`src/rtl/instr_fetch_ctrl_pkg.sv`:
```
// Shared constants for the instruction-buffer read side: FSM state encoding
// and the default buffer geometry, also used by the buffer instance.
package ifc_pkg;

    localparam int IFC_DATA_WIDTH = 32;
    localparam int IFC_ADDR_WIDTH = 4;

    localparam logic [2:0] ST_IDLE    = 3'd0;
    localparam logic [2:0] ST_FETCH   = 3'd1;
    localparam logic [2:0] ST_CAPTURE = 3'd2;
    localparam logic [2:0] ST_PRESENT = 3'd3;
    localparam logic [2:0] ST_DONE    = 3'd4;

endpackage

```
`src/rtl/instr_fetch_ctrl_if.sv`:
```
// Buffer read port plus the valid/ready instruction stream towards the IMC core.
// The master side is the fetch controller.
interface instr_fetch_ctrl_if #(
    parameter int DATA_WIDTH = ifc_pkg::IFC_DATA_WIDTH,
    parameter int ADDR_WIDTH = ifc_pkg::IFC_ADDR_WIDTH
) ();

    logic                  buf_empty;
    logic                  buf_rd_en;
    logic [ADDR_WIDTH-1:0] buf_rd_addr;
    logic [DATA_WIDTH-1:0] buf_data;
    logic                  instr_valid;
    logic                  instr_ready;
    logic [DATA_WIDTH-1:0] instr_data;

    modport master (
        input  buf_empty, buf_data, instr_ready,
        output buf_rd_en, buf_rd_addr, instr_valid, instr_data
    );

    modport slave (
        output buf_empty, buf_data, instr_ready,
        input  buf_rd_en, buf_rd_addr, instr_valid, instr_data
    );

endinterface

```
`src/rtl/instr_fetch_ctrl.sv`:
```
// Read-side sequencer: fetches a contiguous, wrapping run of words from the
// instruction buffer and hands them one at a time to the core over valid/ready.
module instr_fetch_ctrl
    import ifc_pkg::*;
#(
    parameter int DATA_WIDTH = IFC_DATA_WIDTH,
    parameter int ADDR_WIDTH = IFC_ADDR_WIDTH
) (
    input  logic                  clk,
    input  logic                  rst_n,
    input  logic                  start,
    input  logic [ADDR_WIDTH-1:0] base_addr,
    input  logic [ADDR_WIDTH:0]   instr_count,
    instr_fetch_ctrl_if.master    bus,
    output logic                  busy,
    output logic                  done
);

    logic [2:0]            state_q,       state_d;
    logic [ADDR_WIDTH-1:0] rd_ptr_q,      rd_ptr_d;
    logic [ADDR_WIDTH:0]   remaining_q,   remaining_d;
    logic [DATA_WIDTH-1:0] instr_data_q,  instr_data_d;
    logic                  instr_valid_q, instr_valid_d;

    // Next-state logic for the FSM, address/remaining counters and output word.
    always_comb begin
        state_d       = state_q;
        rd_ptr_d      = rd_ptr_q;
        remaining_d   = remaining_q;
        instr_data_d  = instr_data_q;
        instr_valid_d = instr_valid_q;
        case (state_q)
            ST_IDLE: begin
                if (start) begin
                    rd_ptr_d    = base_addr;
                    remaining_d = instr_count;
                    state_d     = (instr_count == '0) ? ST_DONE : ST_FETCH;
                end else begin
                    state_d = ST_IDLE;
                end
            end
            ST_FETCH: begin
                // An empty buffer stalls here with no read for as long as it lasts.
                if (!bus.buf_empty) begin
                    rd_ptr_d    = rd_ptr_q + ADDR_WIDTH'(1);
                    remaining_d = remaining_q - (ADDR_WIDTH + 1)'(1);
                    state_d     = ST_CAPTURE;
                end else begin
                    state_d = ST_FETCH;
                end
            end
            ST_CAPTURE: begin
                instr_data_d  = bus.buf_data;
                instr_valid_d = 1'b1;
                state_d       = ST_PRESENT;
            end
            ST_PRESENT: begin
                if (instr_valid_q && bus.instr_ready) begin
                    instr_valid_d = 1'b0;
                    state_d       = (remaining_q == '0) ? ST_DONE : ST_FETCH;
                end else begin
                    state_d = ST_PRESENT;
                end
            end
            ST_DONE: begin
                state_d = ST_IDLE;
            end
            default: begin
                state_d       = ST_IDLE;
                instr_valid_d = 1'b0;
            end
        endcase
    end

    // State and datapath registers with synchronous active-low reset.
    always_ff @(posedge clk) begin
        if (!rst_n) begin
            state_q       <= ST_IDLE;
            rd_ptr_q      <= '0;
            remaining_q   <= '0;
            instr_data_q  <= '0;
            instr_valid_q <= 1'b0;
        end else begin
            state_q       <= state_d;
            rd_ptr_q      <= rd_ptr_d;
            remaining_q   <= remaining_d;
            instr_data_q  <= instr_data_d;
            instr_valid_q <= instr_valid_d;
        end
    end

    // Read strobe is decoded from state so it can never fire outside FETCH or on empty.
    always_comb begin
        if ((state_q == ST_FETCH) && !bus.buf_empty) begin
            bus.buf_rd_en = 1'b1;
        end else begin
            bus.buf_rd_en = 1'b0;
        end
    end

    assign bus.buf_rd_addr = rd_ptr_q;
    assign bus.instr_valid = instr_valid_q;
    assign bus.instr_data  = instr_data_q;
    assign busy            = (state_q != ST_IDLE);
    assign done            = (state_q == ST_DONE);

endmodule

```
`src/flat_wrapper.sv`:
```
// flat-port wrapper written by rule: the top's interface ports become plain ports
module instr_fetch_ctrl_flat import ifc_pkg::*;
#(
    parameter int DATA_WIDTH = IFC_DATA_WIDTH,
    parameter int ADDR_WIDTH = IFC_ADDR_WIDTH
)
  (clk, rst_n, start, base_addr, instr_count, busy, done, bus_buf_empty, bus_buf_data, bus_instr_ready, bus_buf_rd_en, bus_buf_rd_addr, bus_instr_valid, bus_instr_data);
  instr_fetch_ctrl_if #(.DATA_WIDTH(DATA_WIDTH), .ADDR_WIDTH(ADDR_WIDTH)) bus_i ();
  input  logic clk;
  input  logic rst_n;
  input  logic start;
  input  logic [ADDR_WIDTH-1:0] base_addr;
  input  logic [ADDR_WIDTH:0] instr_count;
  output logic busy;
  output logic done;
  input wire logic [$bits(bus_i.buf_empty)-1:0] bus_buf_empty;
  input wire logic [$bits(bus_i.buf_data)-1:0] bus_buf_data;
  input wire logic [$bits(bus_i.instr_ready)-1:0] bus_instr_ready;
  output wire logic [$bits(bus_i.buf_rd_en)-1:0] bus_buf_rd_en;
  output wire logic [$bits(bus_i.buf_rd_addr)-1:0] bus_buf_rd_addr;
  output wire logic [$bits(bus_i.instr_valid)-1:0] bus_instr_valid;
  output wire logic [$bits(bus_i.instr_data)-1:0] bus_instr_data;
  assign bus_i.buf_empty = bus_buf_empty;
  assign bus_i.buf_data = bus_buf_data;
  assign bus_i.instr_ready = bus_instr_ready;
  assign bus_buf_rd_en = bus_i.buf_rd_en;
  assign bus_buf_rd_addr = bus_i.buf_rd_addr;
  assign bus_instr_valid = bus_i.instr_valid;
  assign bus_instr_data = bus_i.instr_data;
  instr_fetch_ctrl #(.DATA_WIDTH(DATA_WIDTH), .ADDR_WIDTH(ADDR_WIDTH)) u_core (.clk(clk), .rst_n(rst_n), .start(start), .base_addr(base_addr), .instr_count(instr_count), .bus(bus_i), .busy(busy), .done(done));
endmodule
```
`config.mk`:
```
export PLATFORM = sky130hd
export DESIGN_NAME = instr_fetch_ctrl_flat
export DESIGN_NICKNAME = d
export VERILOG_FILES = /design/src/rtl/instr_fetch_ctrl_pkg.sv /design/src/rtl/instr_fetch_ctrl_if.sv /design/src/rtl/instr_fetch_ctrl.sv /design/src/flat_wrapper.sv
export SDC_FILE = /design/constraint.sdc
export NUM_CORES = 1
export LEC_CHECK = 0
export CORE_UTILIZATION = 45
export CTS_CLUSTER_DIAMETER = 60
export CTS_CLUSTER_SIZE = 24
export DETAILED_ROUTE_END_ITERATION = 10
export PLACE_DENSITY_LB_ADDON = 0.08
export SYNTH_ARGS = -nofsm -noshare
export SYNTH_HDL_FRONTEND = slang
export SYNTH_SLANG_ARGS = --single-unit
```
`constraint.sdc`:
```
create_clock -name clk -period 5.3 [get_ports clk]
set_input_delay 1.06 -clock clk [delete_from_list [all_inputs] [get_ports clk]]
set_output_delay 1.06 -clock clk [all_outputs]
set_load 0.03 [all_outputs]
```
==> results.txt <==
Worst EP required = 4.24 ns
Worst clock skew = 0.00740 ns
Startpoint Class = primary input
DRT Wirelength = 4.55 mm
Root Buffer = clkbuf_8
Die area = 0.00458 sq mm
DR WL/cell = 13.5 um
Routability Congestion = 0.755
ANT nets after route = 0
Core area = 0.00409 sq mm
Drt drc = 0
Vias post-DR = 1747
Iter 0 DRT Violations = 150
Final count of hold timing violations = 0
HP Class = flop to flop
Setup TNS Final = 0 ns
CTS tree = done
Total Power = 884 uW
GRT Util Overall = 21.6%
Total gr overflow = 0
Die Y = 67.7 um
Outcome = completed
Worst rel slew slack = 64.5%
First-pass GRT wire length = 7.29 mm
Syn avg cell area = 9.53 sq um
Hold slack final = 0.492 ns
Placement-stage cell area = 0.00282 sq mm
Layout cells sized above 1 = 4.53%
Site row count = 23
Final period utilization = 69.2%
Gate Count Post-Synth = 204
Setup Crit Path Kind = primary input to primary output
H-Tree Depth = 2
Sequential fraction of the synthesis area = 46.4%
CP max FO = 4
Tmin final = 3.67 ns
Nets = 334
Clock Sinks = 45
Final setup violation count = 0
Fmax achieved = 0.273 GHz
Leak = 0.00107 uW
Diode count = 0
IR drop worst, VDD = 206 uV
Library cells used by synthesis = 39
Pin count of the biggest net entering global routing = 34
Setup WS post-layout = 1.63 ns
Port Buffers = 85
Mapped Area = 0.00194 sq mm
Slew at the pin with the worst max-slew slack = 0.532 ns
Skew-Pair Late Insertion Delay = 0.30 ns
Synthesis Warnings = 0
Post-CTS setup buffers = 0
Max-cap viol count = 0
#FFs+latches synth = 45
Vias per cell = 5.18
Critical Path Sink Type = primary output
I/O Pins = 86
DP Worst Slack = 1.64 ns
Cts bufs inserted = 5
CTS clock-pin slew for the worst setup and hold paths = 0.08 ns
Synthesized Nets = 252
Slew Viols, Final = 0
Power Dens Cells = 302 mW/mm^2
1st-pass router iterations = 4
CTS Buffer Depth = 2
CP arrival = 2.61 ns
Layout area overhead = 50.7%
Unrepaired setup endpoints after global routing = no
Initial antenna violation count = 0
Die Width = 67.7 um
Hold_buf cts = 0
Design area = 0.00293 sq mm
Post-CTS Resized = 0
Vias in the first global route = 1662
Initial core utilization = 47.6%
DP Wirelength = 3.27 mm
## sequential cells by signal, summed over array words and instances, names as in the netlist
name and cells:
u_core.bus.buf_rd_addr 4, u_core.state_q 3, u_core.bus.instr_data 32, u_core.remaining_q 5, u_core.bus.instr_valid 1
## cell usage in the layout (no fill, tap or decap), types with 4 or more instances in the layout
cell             instances
inv_1                    5
mux2i_1                 35
o32ai_1                  4
a211oi_1                 4
clkbuf_8                 5
dfxtp_1                 45
clkdlybuf4s50_1         85
nor2_1                  41
nand2_1                 11
a21oi_1                  5
## cell families after synthesis
logic type / after synthesis / synth area share [%]
muxes: 35 / 18.0
adders and majority gates: 2 / 1.29
and+or+nand+nor: 74 / 18.2
buffers and inverters: 19 / 4.57
DFF: 45 / 46.4
AOI/OAI and AO/OA: 29 / 11.6
## report_power, final
group | total, uW | internal, uW | leakage, uW | switching [uW]
clock network | 257 | 142 | 0.0000554 | 115
registers | 389 | 365 | 0.000366 | 24.0
logic | 239 | 119 | 0.000648 | 120
total | 884 | 625 | 0.00107 | 260
## critical path: stages
cell and delay, ns:
clkdlybuf4s50_1 0.47, nor4b_2 0.34, clkdlybuf4s50_1 0.73
## path summary, 6_finish.rpt
check,cells past startpoint,start,slack [ns],end
worst max-delay path,3,bus_buf_empty,1.63,bus_buf_rd_en
worst min-delay path,2,u_core.bus.buf_rd_addr[3],0.49,u_core.bus.buf_rd_addr[3]
worst max register to register,3,u_core.state_q[0],3.45,u_core.remaining_q[4]
worst min register to register,2,u_core.bus.buf_rd_addr[3],0.49,u_core.bus.buf_rd_addr[3]
## stage by stage
step                      instances  util, %
after floorplan                 204        -
after global placement          329     69.0
after detailed placement        329     69.0
after CTS                       337     71.7
after global routing            337     71.7
final                           337     71.7
## synthesized netlist by cell type (all sizes together)
| master | number | area, sq um |
|---|---|---|
| a211o | 1 | 8.76 |
| a211oi | 4 | 30.0 |
| a21o | 1 | 7.51 |
| a21oi | 5 | 25.0 |
| a221oi | 1 | 8.76 |
| a22o | 1 | 8.76 |
| a311oi | 1 | 8.76 |
| and2 | 2 | 12.5 |
| and4b | 1 | 10.0 |
| buf | 7 | 42.5 |
| clkbuf | 6 | 23.8 |
| clkinv | 1 | 3.75 |
| dfxtp | 45 | 901 |
| ha | 2 | 25.0 |
| inv | 5 | 18.8 |
| mux2i | 35 | 350 |
| nand2 | 11 | 41.3 |
| nand2b | 2 | 12.5 |
| nand3 | 3 | 15.0 |
| nand4 | 1 | 6.26 |
| nor2 | 41 | 154 |
| nor2b | 2 | 12.5 |
| nor3 | 1 | 5.00 |
| nor3b | 3 | 22.5 |
| nor4b | 2 | 23.8 |
| o211a | 2 | 20.0 |
| o21a | 2 | 15.0 |
| o21ba | 1 | 10.0 |
| o21bai | 1 | 7.51 |
| o221a | 1 | 11.3 |
| o22ai | 3 | 18.8 |
| o32a | 1 | 10.0 |
| o32ai | 4 | 35.0 |
| or3 | 2 | 12.5 |
| or3b | 2 | 17.5 |
| or4 | 1 | 7.51 |
## routing by layer
layer	GRT usage, %	share of wire (%)	vias to the layer above
li1	-	-	875
met1	25.9	46	812
met2	34.0	46	54
met3	8.61	7.2	6
met4	8.78	1.4	0
met5	0	0	-
## area by class of cell
cell class / count / area [sq um]
Clock buffer: 6 / 72.6
Clock inverter: 2 / 38.8
Fill cell: 346 / 1160
Inverter: 6 / 22.5
Multi-Input combinational cell: 140 / 958
Sequential cell: 45 / 901
Tap cell: 50 / 62.6
Timing Repair Buffer: 88 / 873
Power figures use the tool's default switching activity.
